### src/rtl/ext_loader_if.sv
// ext_loader_if: host byte-stream bundle between the host link and ext_loader.
//   in_valid/in_data/in_ready    : command bytes, host -> loader
//   out_valid/out_data/out_ready : readback bytes, loader -> host
// A byte transfers on a rising edge where valid && ready.
interface ext_loader_if;
  logic       in_valid;
  logic [7:0] in_data;
  logic       in_ready;
  logic       out_valid;
  logic [7:0] out_data;
  logic       out_ready;

  // Host side drives commands and accepts readback.
  modport master (
    output in_valid, in_data, out_ready,
    input  in_ready, out_valid, out_data
  );

  // Loader side.
  modport slave (
    input  in_valid, in_data, out_ready,
    output in_ready, out_valid, out_data
  );
endinterface

### src/rtl/ext_loader.sv
// ext_loader: decodes a host byte-stream command protocol and drives the
// external instruction/data memory ports plus CPU run control.
// Ports:
//   clk, rst            : clock, synchronous active-high reset
//   bus (slave)         : command in / readback out byte streams
//   o_addr_ext/o_wen_ext/o_ren_ext/o_wdata_ext       : IMEM port (ren unused, tied 0)
//   o_addr_ext_2/o_wen_ext_2/o_ren_ext_2/o_wdata_ext_2 : DMEM port
//   i_rdata_ext_2       : DMEM read word, valid RD_LAT cycles after ren pulse
//   o_cpu_enable        : CPU enable
//   o_busy, o_err       : not-idle flag, one-cycle unknown-opcode pulse
module ext_loader #(
  parameter int unsigned RD_LAT = 1
) (
  input  logic               clk,
  input  logic               rst,
  ext_loader_if.slave        bus,
  output logic [63:0]        o_addr_ext,
  output logic               o_wen_ext,
  output logic               o_ren_ext,
  output logic [31:0]        o_wdata_ext,
  output logic [63:0]        o_addr_ext_2,
  output logic               o_wen_ext_2,
  output logic               o_ren_ext_2,
  output logic [63:0]        o_wdata_ext_2,
  input  logic [63:0]        i_rdata_ext_2,
  output logic               o_cpu_enable,
  output logic               o_busy,
  output logic               o_err
);

  localparam int unsigned ADDR_W = 64;
  localparam int unsigned IDX_W  = 16;
  localparam int unsigned LAT_W  = 2;

  localparam logic [7:0] OP_IMEM_WR = 8'h01;
  localparam logic [7:0] OP_DMEM_WR = 8'h02;
  localparam logic [7:0] OP_DMEM_RD = 8'h03;
  localparam logic [7:0] OP_START   = 8'h04;
  localparam logic [7:0] OP_STOP    = 8'h05;

  typedef enum logic [3:0] {
    S_IDLE, S_ADDR0, S_ADDR1, S_CNT0, S_CNT1,
    S_WR_COLLECT, S_WR_ISSUE, S_RD_ISSUE, S_RD_WAIT, S_RD_SEND
  } state_t;

  state_t             r_state, w_state_nxt;
  logic [7:0]         r_op, w_op_nxt;
  logic [IDX_W-1:0]   r_idx, w_idx_nxt;
  logic [IDX_W-1:0]   r_cnt, w_cnt_nxt;
  logic [2:0]         r_bsel, w_bsel_nxt;
  logic [63:0]        r_wbuf, w_wbuf_nxt;
  logic [63:0]        r_rbuf, w_rbuf_nxt;
  logic [LAT_W-1:0]   r_lat, w_lat_nxt;

  logic               r_in_ready, w_in_ready_nxt;
  logic               r_out_valid, w_out_valid_nxt;
  logic [7:0]         r_out_data, w_out_data_nxt;
  logic [ADDR_W-1:0]  r_addr_ext, w_addr_ext_nxt;
  logic               r_wen_ext, w_wen_ext_nxt;
  logic [31:0]        r_wdata_ext, w_wdata_ext_nxt;
  logic [ADDR_W-1:0]  r_addr_ext_2, w_addr_ext_2_nxt;
  logic               r_wen_ext_2, w_wen_ext_2_nxt;
  logic               r_ren_ext_2, w_ren_ext_2_nxt;
  logic [63:0]        r_wdata_ext_2, w_wdata_ext_2_nxt;
  logic               r_cpu_enable, w_cpu_enable_nxt;
  logic               r_busy, w_busy_nxt;
  logic               r_err, w_err_nxt;

  logic w_in_fire, w_out_fire, w_last_word, w_last_byte;

  assign w_in_fire   = bus.in_valid && r_in_ready;
  assign w_out_fire  = r_out_valid && bus.out_ready;
  assign w_last_word = (r_cnt == IDX_W'(1));
  assign w_last_byte = (r_op == OP_IMEM_WR) ? (r_bsel == 3'd3) : (r_bsel == 3'd7);

  // Next-state, datapath and registered-output decode.
  always_comb begin
    w_state_nxt      = r_state;
    w_op_nxt         = r_op;
    w_idx_nxt        = r_idx;
    w_cnt_nxt        = r_cnt;
    w_bsel_nxt       = r_bsel;
    w_wbuf_nxt       = r_wbuf;
    w_rbuf_nxt       = r_rbuf;
    w_lat_nxt        = r_lat;
    w_out_valid_nxt  = r_out_valid;
    w_out_data_nxt   = r_out_data;
    w_cpu_enable_nxt = r_cpu_enable;
    w_err_nxt        = 1'b0;

    unique case (r_state)
      S_IDLE: begin
        if (w_in_fire) begin
          case (bus.in_data)
            OP_IMEM_WR, OP_DMEM_WR, OP_DMEM_RD: begin
              // Any memory command stops the CPU first.
              w_op_nxt         = bus.in_data;
              w_cpu_enable_nxt = 1'b0;
              w_state_nxt      = S_ADDR0;
            end
            OP_START: w_cpu_enable_nxt = 1'b1;
            OP_STOP:  w_cpu_enable_nxt = 1'b0;
            default:  w_err_nxt        = 1'b1;
          endcase
        end
      end
      S_ADDR0: if (w_in_fire) begin
        w_idx_nxt[7:0] = bus.in_data;
        w_state_nxt    = S_ADDR1;
      end
      S_ADDR1: if (w_in_fire) begin
        w_idx_nxt[15:8] = bus.in_data;
        w_state_nxt     = S_CNT0;
      end
      S_CNT0: if (w_in_fire) begin
        w_cnt_nxt[7:0] = bus.in_data;
        w_state_nxt    = S_CNT1;
      end
      S_CNT1: if (w_in_fire) begin
        w_cnt_nxt[15:8] = bus.in_data;
        w_bsel_nxt      = 3'd0;
        w_wbuf_nxt      = '0;
        if ({bus.in_data, r_cnt[7:0]} == 16'd0) w_state_nxt = S_IDLE;
        else if (r_op == OP_DMEM_RD)             w_state_nxt = S_RD_ISSUE;
        else                                     w_state_nxt = S_WR_COLLECT;
      end
      S_WR_COLLECT: if (w_in_fire) begin
        // Little-endian assembly: byte n lands in bits [8n+7:8n].
        w_wbuf_nxt[{r_bsel, 3'b000} +: 8] = bus.in_data;
        w_bsel_nxt = r_bsel + 3'd1;
        if (w_last_byte) w_state_nxt = S_WR_ISSUE;
      end
      S_WR_ISSUE: begin
        w_idx_nxt   = r_idx + IDX_W'(1);
        w_cnt_nxt   = r_cnt - IDX_W'(1);
        w_bsel_nxt  = 3'd0;
        w_wbuf_nxt  = '0;
        w_state_nxt = w_last_word ? S_IDLE : S_WR_COLLECT;
      end
      S_RD_ISSUE: begin
        w_lat_nxt   = '0;
        w_state_nxt = S_RD_WAIT;
      end
      S_RD_WAIT: begin
        // Capture on the last wait cycle, i.e. RD_LAT cycles after the pulse.
        if (r_lat == LAT_W'(RD_LAT - 1)) begin
          w_rbuf_nxt      = i_rdata_ext_2;
          w_out_valid_nxt = 1'b1;
          w_out_data_nxt  = i_rdata_ext_2[7:0];
          w_bsel_nxt      = 3'd0;
          w_state_nxt     = S_RD_SEND;
        end else begin
          w_lat_nxt = r_lat + LAT_W'(1);
        end
      end
      S_RD_SEND: if (w_out_fire) begin
        if (r_bsel == 3'd7) begin
          w_out_valid_nxt = 1'b0;
          w_out_data_nxt  = 8'h00;
          w_idx_nxt       = r_idx + IDX_W'(1);
          w_cnt_nxt       = r_cnt - IDX_W'(1);
          w_state_nxt     = w_last_word ? S_IDLE : S_RD_ISSUE;
        end else begin
          w_bsel_nxt     = r_bsel + 3'd1;
          w_rbuf_nxt     = {8'h00, r_rbuf[63:8]};
          w_out_data_nxt = r_rbuf[15:8];
        end
      end
      default: w_state_nxt = S_IDLE;
    endcase

    // Strobes and status follow the state being entered so they are valid
    // exactly during that state's cycle.
    w_in_ready_nxt = (w_state_nxt == S_IDLE)  || (w_state_nxt == S_ADDR0) ||
                     (w_state_nxt == S_ADDR1) || (w_state_nxt == S_CNT0)  ||
                     (w_state_nxt == S_CNT1)  || (w_state_nxt == S_WR_COLLECT);
    w_busy_nxt        = (w_state_nxt != S_IDLE);
    w_wen_ext_nxt     = (w_state_nxt == S_WR_ISSUE) && (r_op == OP_IMEM_WR);
    w_wen_ext_2_nxt   = (w_state_nxt == S_WR_ISSUE) && (r_op == OP_DMEM_WR);
    w_ren_ext_2_nxt   = (w_state_nxt == S_RD_ISSUE);
    w_addr_ext_nxt    = w_wen_ext_nxt ? ADDR_W'({w_idx_nxt, 2'b00}) : '0;
    w_wdata_ext_nxt   = w_wen_ext_nxt ? w_wbuf_nxt[31:0] : '0;
    w_addr_ext_2_nxt  = (w_wen_ext_2_nxt || w_ren_ext_2_nxt) ?
                        ADDR_W'({w_idx_nxt, 3'b000}) : '0;
    w_wdata_ext_2_nxt = w_wen_ext_2_nxt ? w_wbuf_nxt : '0;
  end

  // State and output registers.
  always_ff @(posedge clk) begin
    if (rst) begin
      r_state       <= S_IDLE;
      r_op          <= '0;
      r_idx         <= '0;
      r_cnt         <= '0;
      r_bsel        <= '0;
      r_wbuf        <= '0;
      r_rbuf        <= '0;
      r_lat         <= '0;
      r_in_ready    <= 1'b0;
      r_out_valid   <= 1'b0;
      r_out_data    <= '0;
      r_addr_ext    <= '0;
      r_wen_ext     <= 1'b0;
      r_wdata_ext   <= '0;
      r_addr_ext_2  <= '0;
      r_wen_ext_2   <= 1'b0;
      r_ren_ext_2   <= 1'b0;
      r_wdata_ext_2 <= '0;
      r_cpu_enable  <= 1'b0;
      r_busy        <= 1'b0;
      r_err         <= 1'b0;
    end else begin
      r_state       <= w_state_nxt;
      r_op          <= w_op_nxt;
      r_idx         <= w_idx_nxt;
      r_cnt         <= w_cnt_nxt;
      r_bsel        <= w_bsel_nxt;
      r_wbuf        <= w_wbuf_nxt;
      r_rbuf        <= w_rbuf_nxt;
      r_lat         <= w_lat_nxt;
      r_in_ready    <= w_in_ready_nxt;
      r_out_valid   <= w_out_valid_nxt;
      r_out_data    <= w_out_data_nxt;
      r_addr_ext    <= w_addr_ext_nxt;
      r_wen_ext     <= w_wen_ext_nxt;
      r_wdata_ext   <= w_wdata_ext_nxt;
      r_addr_ext_2  <= w_addr_ext_2_nxt;
      r_wen_ext_2   <= w_wen_ext_2_nxt;
      r_ren_ext_2   <= w_ren_ext_2_nxt;
      r_wdata_ext_2 <= w_wdata_ext_2_nxt;
      r_cpu_enable  <= w_cpu_enable_nxt;
      r_busy        <= w_busy_nxt;
      r_err         <= w_err_nxt;
    end
  end

  assign bus.in_ready   = r_in_ready;
  assign bus.out_valid  = r_out_valid;
  assign bus.out_data   = r_out_data;
  assign o_addr_ext     = r_addr_ext;
  assign o_wen_ext      = r_wen_ext;
  assign o_ren_ext      = 1'b0;
  assign o_wdata_ext    = r_wdata_ext;
  assign o_addr_ext_2   = r_addr_ext_2;
  assign o_wen_ext_2    = r_wen_ext_2;
  assign o_ren_ext_2    = r_ren_ext_2;
  assign o_wdata_ext_2  = r_wdata_ext_2;
  assign o_cpu_enable   = r_cpu_enable;
  assign o_busy         = r_busy;
  assign o_err          = r_err;

endmodule

### src/flat_wrapper.sv
// flat-port wrapper written by rule: the top's interface ports become plain ports
module ext_loader_flat 
#(
  parameter int unsigned RD_LAT = 1
)
  (clk, rst, o_addr_ext, o_wen_ext, o_ren_ext, o_wdata_ext, o_addr_ext_2, o_wen_ext_2, o_ren_ext_2, o_wdata_ext_2, i_rdata_ext_2, o_cpu_enable, o_busy, o_err, bus_in_valid, bus_in_data, bus_out_ready, bus_in_ready, bus_out_valid, bus_out_data);
  ext_loader_if bus_i ();
  input  logic clk;
  input  logic rst;
  output logic [63:0] o_addr_ext;
  output logic o_wen_ext;
  output logic o_ren_ext;
  output logic [31:0] o_wdata_ext;
  output logic [63:0] o_addr_ext_2;
  output logic o_wen_ext_2;
  output logic o_ren_ext_2;
  output logic [63:0] o_wdata_ext_2;
  input  logic [63:0] i_rdata_ext_2;
  output logic o_cpu_enable;
  output logic o_busy;
  output logic o_err;
  input wire logic [$bits(bus_i.in_valid)-1:0] bus_in_valid;
  input wire logic [$bits(bus_i.in_data)-1:0] bus_in_data;
  input wire logic [$bits(bus_i.out_ready)-1:0] bus_out_ready;
  output wire logic [$bits(bus_i.in_ready)-1:0] bus_in_ready;
  output wire logic [$bits(bus_i.out_valid)-1:0] bus_out_valid;
  output wire logic [$bits(bus_i.out_data)-1:0] bus_out_data;
  assign bus_i.in_valid = bus_in_valid;
  assign bus_i.in_data = bus_in_data;
  assign bus_i.out_ready = bus_out_ready;
  assign bus_in_ready = bus_i.in_ready;
  assign bus_out_valid = bus_i.out_valid;
  assign bus_out_data = bus_i.out_data;
  ext_loader #(.RD_LAT(RD_LAT)) u_core (.clk(clk), .rst(rst), .bus(bus_i), .o_addr_ext(o_addr_ext), .o_wen_ext(o_wen_ext), .o_ren_ext(o_ren_ext), .o_wdata_ext(o_wdata_ext), .o_addr_ext_2(o_addr_ext_2), .o_wen_ext_2(o_wen_ext_2), .o_ren_ext_2(o_ren_ext_2), .o_wdata_ext_2(o_wdata_ext_2), .i_rdata_ext_2(i_rdata_ext_2), .o_cpu_enable(o_cpu_enable), .o_busy(o_busy), .o_err(o_err));
endmodule
### config.mk
export PLATFORM = sky130hd
export DESIGN_NAME = ext_loader_flat
export DESIGN_NICKNAME = d
export VERILOG_FILES = /design/src/rtl/ext_loader_if.sv /design/src/rtl/ext_loader.sv /design/src/flat_wrapper.sv
export SDC_FILE = /design/constraint.sdc
export NUM_CORES = 1
export LEC_CHECK = 0
export CAP_MARGIN = 20
export CORE_ASPECT_RATIO = 0.9
export CORE_UTILIZATION = 37
export DETAILED_ROUTE_END_ITERATION = 8
export PLACE_DENSITY = 0.75
export SLEW_MARGIN = 30
export SYNTH_ARGS = -nofsm -noshare
export SYNTH_HDL_FRONTEND = slang
export SYNTH_SLANG_ARGS = --single-unit
### constraint.sdc
create_clock -name clk -period 2.95 [get_ports clk]
set_input_delay 0.295 -clock clk [delete_from_list [all_inputs] [get_ports clk]]
set_output_delay 0.295 -clock clk [all_outputs]
set_load 0.02 [all_outputs]
# Yosys cells after proc, flatten, opt, wreduce, memory -nomap -nowiden
# Cells that the tools add are included.
word_totals:
  reg_bits: 417
  input_bits: 76
  output_inout_bits: 241
op_classes:
  addsub: 5
  eq_ne: 35
  shift: 2
  n_mux: 54
  n_bitwise: 5
  n_reduce_logical: 37
ops:
  columns: ["op", "count"]
  rows:
  - ["two-way mux 64 bit", 5]
  - ["one-hot mux 64 bit (3 select lines)", 1]
  - ["one-hot mux 64 bit (2 select lines)", 1]
  - ["one-hot mux 8 bit (3 select lines)", 4]
  - ["bitwise mux 64 bit", 1]
  - ["two-way mux 16 bit", 4]
  - ["variable shift 8 x 8 -> 64 bit, first input constant", 1]
  - ["variable part select 8 x 8 -> 64 bit", 1]
  - ["two-way mux 4 bit", 12]
  - ["two-way mux 8 bit", 6]
  - ["one-hot mux 4 bit (10 select lines)", 1]
  - ["== test 4 x 3 -> 1 bit, second input constant", 8]
  - ["== test 8 x 2 -> 1 bit, second input constant", 4]
  - ["two-way mux 3 bit", 7]
  - ["adder 16 x 1 -> 16 bit, second input constant", 1]
  - ["== test 16 x 1 -> 1 bit, second input constant", 1]
  - ["== test 4 x 2 -> 1 bit, second input constant", 4]
  - ["== test 8 x 1 -> 1 bit, second input constant", 2]
  - ["== test 8 x 3 -> 1 bit, second input constant", 2]
  - ["logical NOT 16 bit", 1]
  - ["one-hot mux 8 bit (2 select lines)", 1]
  - ["AND reduction 4 bit", 4]
  - ["subtractor 16 x 1 -> 16 bit, second input constant", 1]
  - ["one-hot mux 3 bit (5 select lines)", 1]
  - ["29 further kinds", 64]

# Depth between registers and ports, before layout
# Gate-level depths: netlist of the first run.
logic_depth:
  depth_word: 11
  depth_mapped: 10

# Worst setup path after synthesis of the first run
# OpenSTA, ideal clock, no wires.
synth_path:
  kind: "register -> register"
  startpoint: "register u_core.r_bsel[0]"
  endpoint: "register u_core.r_wdata_ext_2[32] (netlist: u_core.o_wdata_ext_2[32])"
  setup_ps: 69
  arrival_time_ps: 2392
  setup_slack_ps: 489
  stages_incl_launch_ff: 10
  n_path_buf: 1
  period_less_slack_ps: 2461
  cell_sequence: "dfxtp_1 clkbuf_1 inv_1 ha_1 ha_1 and3b_1 nand3b_1 nor4_1 a22oi_1 nor2_1"
synth_via:
  elab_chain_cells: 9
  elab_cells_between_ends: 18
  classes_between: "1 x add/sub; 3 x eq/ne; 2 x shift; 9 x mux; 1 x bitwise; 2 x reduce/logical"
synth_rtl:
  columns: ["element", "line_no", "text"]
  rows:
  - ["start, declared", "ext_loader.sv:50", "logic [2:0] r_bsel, w_bsel_nxt;"]
  - ["start signal, assigned", "ext_loader.sv:217", "r_bsel <= w_bsel_nxt;"]
  - ["branches (longest 9 deep; another with negation 6 -> 8 bit)", null, null]
  - ["end signal, assigned", "ext_loader.sv:230", "r_wdata_ext_2 <= w_wdata_ext_2_nxt;"]
  - ["end, declared", "ext_loader.sv:64", "logic [63:0] r_wdata_ext_2, w_wdata_ext_2_nxt;"]
# Several ways; the timed one is not identified.
# A chain may end at the register's enable or synchronous reset.

# Worst setup path after layout of the first run
layout_path:
  startpoint: "register u_core.r_state[0]"
  endpoint: "register u_core.r_wdata_ext_2[44] (netlist: u_core.o_wdata_ext_2[44])"
layout_via:
  elab_chain_cells: 7
  elab_cells_between_ends: 27
  classes_between: "10 x eq/ne; 13 x mux; 1 x bitwise; 3 x reduce/logical"
layout_rtl:
  columns: ["element", "line_no", "text"]
  rows:
  - ["start, declared", "ext_loader.sv:46", "state_t r_state, w_state_nxt;"]
  - ["start signal, assigned", "ext_loader.sv:213", "r_state <= w_state_nxt;"]
  - ["two-way mux 4 bit, on equally long branches", "ext_loader.sv:157, ext_loader.sv:94, ext_loader.sv:131", null]
  - ["two-way mux 4 bit, on equally long branches", "ext_loader.sv:156, ext_loader.sv:93, ext_loader.sv:127", null]
  - ["one-hot mux 4 bit (10 select lines)", "ext_loader.sv:91", "unique case (r_state)"]
  - ["== test 4 x 3 -> 1 bit", "ext_loader.sv:179", "w_wen_ext_2_nxt = (w_state_nxt == S_WR_ISSUE) && (r_op == OP_DMEM_WR);"]
  - ["logical AND 1 bit", "ext_loader.sv:179", null]
  - ["inverter 1 bit (no line)", null, null]
  - ["OR reduction 2 bit (no line)", null, null]
# Parallel ways exist; a longest one is shown, timed or not.

==> results of run 1 <==
-- layout make-up --
type / instances / area, µm²
multi-input combinational: 1014 / 5380
sequential: 313 / 6270
clock inverter: 12 / 113
tap: 422 / 528
inverter: 18 / 67.6
timing repair buffer: 260 / 2550
clock buffer: 50 / 1000
fill: 3049 / 17100
-- power by group --
part | internal (mW) | switching [mW]
sequential | 4.23 | 0.00219
combinational | 0.123 | 0.251
clock | 2.48 | 1.74
total | 6.83 | 1.99
-- timing repair --
item | CTS | global route
endpoints found under the setup margin | 0 | 18
resized for setup | 0 | 2
hold endpoints to repair | 0 | 0
-- worst max-delay path, cell delays in order (launching register included) --
cell and delay [ps]:
dfxtp_1 590, nand2b_1 230, or2_1 280, or3_1 380, or4_4 530, buf_4 360
nor2_1 240
-- flip-flops by register name (all words and copies together) (netlist names), 2 cells and up --
name and cells:
u_core.o_wdata_ext_2 64, u_core.r_idx 16, u_core.r_lat 2, u_core.r_cnt 16, u_core.r_state 4, u_core.r_wbuf 64
u_core.r_bsel 3, u_core.r_rbuf 56, u_core.o_wdata_ext 32, u_core.o_addr_ext_2 16, u_core.bus.out_data 8, u_core.o_addr_ext 16
u_core.r_op 8
-- synthesized netlist by cell type (20+ instances only) --
master    number
dfxtp_1      313
a21oi_1       43
o21ai_0       40
nand2_1      168
a22oi_1       69
nand3_1       33
nor2_1       289
a311oi_1      51
nor3_1        22
buf_4         98
nor2_2        20
clkbuf_1      68
-- cell families after synthesis --
logic type	count (synthesis)
xor+xnor	2
other cells	1
flops	313
simple gates	620
mux	9
fa+ha+maj	10
compound gates	276
buf+inv	207
-- routing by layer --
| layer | GRT usage [%] | up-vias | share of wire [%] |
|---|---|---|---|
| met5 | 0 | - | 0 |
| met4 | 6.33 | 0 | 2.5 |
| met3 | 3.74 | 66 | 7.2 |
| met2 | 30.7 | 417 | 46 |
| met1 | 25.5 | 5114 | 44 |
| li1 | - | 5189 | - |
-- worst min path at each step --
stage                      startpoint            endpoint
floorplan           u_core.r_rbuf[56]   u_core.r_rbuf[56]
global placement    u_core.r_rbuf[63]   u_core.r_rbuf[63]
detailed placement  u_core.r_rbuf[62]   u_core.r_rbuf[62]
CTS                               rst  u_core.o_wen_ext_2
global route                      rst  u_core.o_wen_ext_2
finish                            rst  u_core.o_wen_ext_2
-- through the flow --
step	hold slack, ps	std cells	util, %	worst slack (ps)
6_report	263	2089	48.2	210
3_5_place_dp	445	2027	44.7	159
2_1_floorplan	432	1534	-	489
4_1_cts	225	2089	48.1	119
3_3_place_gp	441	2027	44.7	238
5_1_grt	277	2089	48.2	102
==> summary.md, run 1 <==
| Metric | Value |
|---|---|
| Final setup viols | 0 |
| Number of enable-type register cells in the synthesized netlist | 0 |
| Hold Crit Class | in2reg |
| Final period utilization | 92.9% |
| Endpoint required time on the critical path | 3390 ps |
| Count of cells along the worst register-to-register path | 6 |
| Pin count of the biggest net entering global routing | 176 |
| Distinct cell type count after synthesis | 75 |
| CP Launch Point | u_core.r_state[0] |
| Fraction of the mapped netlist area in compound gates | 15.8% |
| Mean instance size in the synthesized netlist | 8.66 µm² |
| Port bufs | 219 |
| Placed cell area | 14800 µm² |
| Setup Crit Path Kind | reg2reg |
| Cell count of the worst hold path | 4 |
| Synth Area in Simple Gates | 22.2% |
| Cell taking the most area after synthesis | dfxtp_1 |
| WP data arrival | 3180 ps |
| Worst slew pin tran | 907 ps |
| Wire length of the first global-routing pass | 52.8 mm |
| Capture instance of the worst register-to-register path | u_core.o_wdata_ext_2[44] |
| Placer's final routability congestion estimate | 0.951 |
| Maximum frequency from static timing analysis | 0.365 GHz |
| Clock network latency to the later pin of the worst-skew pair | 520 ps |
| Startpoint of the worst register-to-register path | u_core.r_state[0] |
| WL/cell | 16.4 µm |
| Post-layout instance area | 15900 µm² |
| Most frequent standard cell in the layout excluding fill and tap cells | dfxtp_1 |
| Remaining max-slew budget at the tightest pin | 39.5% |
| Commonest register cell after synthesis | dfxtp_1 |
| Clock tree from TritonCTS | done |
| Outcome | complete, no violations |
| Number of diodes | 0 |
| Sequential cell area fraction in the yosys report | 50.3% |
| Chip width | 195 µm |
| Unrepaired setup endpoints after global routing | no |
| Final wirelength | 34.2 mm |
| Area of the core | 33000 µm² |
| Asr flop ratio synth | 0% |
| Overall die area | 34400 µm² |
| Synth Area in XOR/XNOR | 0.141% |
| Reg-to-reg slack, setup | 210 ps |
| Vias per Instance | 5.16 |
| DRC violation count after routing | 0 |
| Setup skew after layout | 22.0 ps |
| Power per standard cell area | 554 nW/µm² |
| Static leakage power | 5.70 nW |
| Cell at the root of the clock tree | clkbuf_16 |
| Total vias in the final route | 10.8k |
| Synth top area share | 50.3% |
| Shortest period the worst path allows | 2740 ps |
| Total standard cell area after synthesis | 12500 µm² |
| Layout Nets | 1728 |
| Top-level port count | 317 |
| Peak VDD IR | 0.321 mV |
| Clk pin slew, worst setup/hold paths | 60 ps |
| Seq cells post-synth | 313 |
| Number of levels in the clock H-tree | 2 |
| Clock net sink count | 313 |
| Initial antenna violation count | 0 |
| Hold violation count in the final report | 0 |
| Starting density of the core | 37.7% |
| Signed area change from the synthesized netlist to the final layout | 27.7% |
| Remaining number of nets flagged by the antenna check after routing | 0 |
| Overflow left after global routing | 0 |
| Number of CTS-inserted buffers | 35 |
| Drt pass-1 iters | 5 |
| Capturing element of the worst setup path | u_core.o_wdata_ext_2[44] |
| Detailed placement HPWL | 22.9 mm |
| Buffer depth of the longest clock path | 3 |
| Crit end category | register |
| Post-layout power | 8.82 mW |
| Most frequent cells in the layout | 312 x dfxtp_1, 289 x nor2_1, 218 x clkdlybuf4s50_1 |
| Share of layout cells above drive strength 1 | 8.16% |
| Starting DRT DRC Count | 917 |
| Post-synthesis share of cell area spent on full adders, half adders and majority gates | 1.00% |
| Max-Cap Viols | 0 |
| Cell types with the largest area share after synthesis | dfxtp_1 50%, nor2_1 8.7%, buf_4 5.9% |
| Synthesized instance count | 1438 |
| Final count of pins violating max slew | 0 |
| Vias in the first global route | 9820 |
| Hold bufs inserted after CTS | 0 |
| Category of the worst setup path launch point | register |
| Final total negative setup slack | 0 ps |
| Yosys warnings | 0 |
| Main combinational cell family by area after synthesis | simple AND/OR/NAND/NOR gates |
| Total global-route track usage | 19.0% |
| Highest fanout seen on the critical path | 64 |
| Height of the chip | 176 µm |
| Row count | 63 |
| Post-synthesis mux area share | 0.723% |
| Post-CTS setup repair buffer count | 0 |
Power figures use the tool's default switching activity.
==> run 2, diff against run 1 <==
--- a/config.mk
+++ b/config.mk
@@ -7,10 +7,12 @@
 export LEC_CHECK = 0
 export CAP_MARGIN = 20
 export CORE_ASPECT_RATIO = 0.9
-export CORE_UTILIZATION = 37
+export CORE_UTILIZATION = 48
+export CTS_CLUSTER_SIZE = 30
 export DETAILED_ROUTE_END_ITERATION = 8
-export PLACE_DENSITY = 0.75
+export PLACE_DENSITY = 0.91
 export SLEW_MARGIN = 30
 export SYNTH_ARGS = -nofsm -noshare
 export SYNTH_HDL_FRONTEND = slang
 export SYNTH_SLANG_ARGS = --single-unit
+export TNS_END_PERCENT = 30
==> summary.md, run 2 (synthesis gave the netlist of run 1 again) <==
| Metric | Value |
|---|---|
| Vias in the first global route | 10.4k (+6.3%) |
| Clock tree from TritonCTS | done |
| Port bufs | 219 (unchanged) |
| Row count | 55 (-13%) |
| Highest fanout seen on the critical path | 10 (-84%) |
| Final count of pins violating max slew | 0 (unchanged) |
| Footprint of the flip-flops and latches | 6270 µm² (about the same) |
| Max-Cap Viols | 0 (unchanged) |
| Final period utilization | 94.1% (+1.2 points) |
| Remaining number of nets flagged by the antenna check after routing | 0 (unchanged) |
| Overflow left after global routing | 0 (unchanged) |
| Setup skew after layout | 9.64 ps (-12.3 ps) |
| Top-level port count | 317 (unchanged) |
| Buffer depth of the longest clock path | 3 (unchanged) |
| Placer's final routability congestion estimate | 0.949 (-0.25%) |
| Layout Nets | 1723 (-0.29%) |
| Pin count of the biggest net entering global routing | 98 (-44%) |
| Chip width | 172 µm (-12%) |
| Shortest period the worst path allows | 2780 ps (+35.2 ps) |
| Hold bufs inserted after CTS | 0 (unchanged) |
| Number of CTS-inserted buffers | 31 (-11%) |
| Final wirelength | 34.4 mm (+0.83%) |
| Combined area of the multi-input logic cells | 5380 µm² (-0.12%) |
| Vias per Instance | 5.52 (+6.9%) |
| Crit end category | register |
| Area of the core | 25300 µm² (-23%) |
| Number of levels in the clock H-tree | 1 (-1) |
| Share of layout cells above drive strength 1 | 7.84% (-0.32 points) |
| Met2 GRT Util | 42.3% (+12 points) |
| Met3 GRT Util | 4.43% (+0.68 points) |
| Starting DRT DRC Count | 1376 (+50%) |
| Category of the worst setup path launch point | register |
| Most frequent cells in the layout | 313 x dfxtp_1, 289 x nor2_1, 218 x clkdlybuf4s50_1 |
| Height of the chip | 155 µm (-12%) |
| Signed area change from the synthesized netlist to the final layout | 26.1% |
| Remaining max-slew budget at the tightest pin | 33.7% (-5.8 points) |
| Maximum frequency from static timing analysis | 0.360 GHz (-1.3%) |
| # fillers | 2039 (-33%) |
| Clock net sink count | 313 (unchanged) |
| WL/cell | 17.2 µm (+5.2%) |
| DRC violation count after routing | 0 (unchanged) |
| Wire length of the first global-routing pass | 53.9 mm (+2.1%) |
| Final total negative setup slack | 0 ps (unchanged) |
| Starting density of the core | 49.2% (+11 points) |
| Placed cell area | 14600 µm² (-0.91%) |
| Clock network latency to the later pin of the worst-skew pair | 550 ps (+30 ps) |
| Post-layout instance area | 15700 µm² (-1.2%) |
| Static leakage power | 5.66 nW (-0.67%) |
| Power per standard cell area | 550 nW/µm² (-0.72%) |
| Total vias in the final route | 11.0k (+2.4%) |
| Endpoint required time on the critical path | 3350 ps (-40 ps) |
| Unrepaired setup endpoints after global routing | no |
| WP data arrival | 3170 ps (about the same) |
| Final setup viols | 0 (unchanged) |
| Post-layout power | 8.65 mW (-1.9%) |
| Initial antenna violation count | 1 (+1) |
| Final core utilization | 62.1% (+14 points) |
| Setup Crit Path Kind | reg2reg |
| Clk pin slew, worst setup/hold paths | 60 ps (about the same) |
| Peak VDD IR | 0.490 mV (+53%) |
| Drt pass-1 iters | 7 (+2) |
| Layer carrying the most global-route usage | met2 |
| Total global-route track usage | 25.3% (+6.2 points) |
| Post-route worst hold slack | 185 ps (-78.2 ps) |
| Met1 capacity usage during global routing | 32.1% (+6.6 points) |
| Detailed placement HPWL | 23.1 mm (+0.60%) |
| Worst slew pin tran | 987 ps (+79.3 ps) |
| Overall die area | 26600 µm² (-23%) |
| Hold Crit Class | in2reg |
| Outcome | complete, no violations |
| Hold violation count in the final report | 0 (unchanged) |
| Cell at the root of the clock tree | clkbuf_16 |
| Most frequent standard cell in the layout excluding fill and tap cells | dfxtp_1 |
run 2: cell count changes in the layout (fill, tap and decap cells not counted), sizes merged:
| cell | previous run | this run |
|---|---|---|
| buf | 42 | 41 |
| bufinv | 1 | 4 |
| inv | 21 | 20 |
| diode | 0 | 1 |
| clkinvlp | 2 | 1 |
| clkbuf | 50 | 42 |
run 2: per-stage QoR:
stage,instances,setup WS [ps]
finish,2002,174
global route,2002,40.5
CTS,2001,128
detailed placement,1946,229
global placement,1946,225
floorplan,1534,489
run 2: critical path, cell delays in order, from the launching register on:
cell and delay, ps:
dfxtp_1 520, inv_1 150, ha_1 220, ha_1 310, or4_1 560, o21ai_0 230, nand2_1 250, a22oi_1 290
nor2_1 80
run 2: power by group:
| part | leakage (nW) | internal, mW | switching, mW |
|---|---|---|---|
| Sequential | 2.52 | 4.23 | 0.00213 |
| Combinational | 2.62 | 0.120 | 0.249 |
| Clock | 0.520 | 2.43 | 1.62 |
| Total | 5.66 | 6.77 | 1.87 |
run 2: path summary, 6_finish.rpt:
kind                      from                end  slack [ps]  cells past startpoint
max           u_core.r_bsel[0]  u_core.r_wbuf[53]         170                      8
min                        rst  u_core.r_state[2]         190                      3
max reg2reg   u_core.r_bsel[0]  u_core.r_wbuf[53]         170                      8
min reg2reg  u_core.r_rbuf[57]  u_core.r_rbuf[57]         450                      2
run 2: layout make-up:
cell class	count	share of cell area [%]
timing repair buffer	259	16.0
antenna	1	0.0159
multi-input combinational	1014	34.2
clock inverter	13	1.14
sequential	313	39.9
tap	342	2.72
inverter	18	0.430
clock buffer	42	5.58
run 2: routing by layer:
metal | share of wire (%) | routed length [µm] | up-vias
met5 | 0 | 0 | -
met4 | 4.1 | 1410 | 0
met3 | 8.7 | 3010 | 95
met2 | 48 | 16400 | 570
met1 | 39 | 13600 | 5207
li1 | - | - | 5174
run 2: repair_timing:
| action | in CTS | in global routing |
|---|---|---|
| resized for setup | 0 | 1 |
| setup endpoints to repair | 0 | 9 |
| buffers inserted | 0 | 0 |
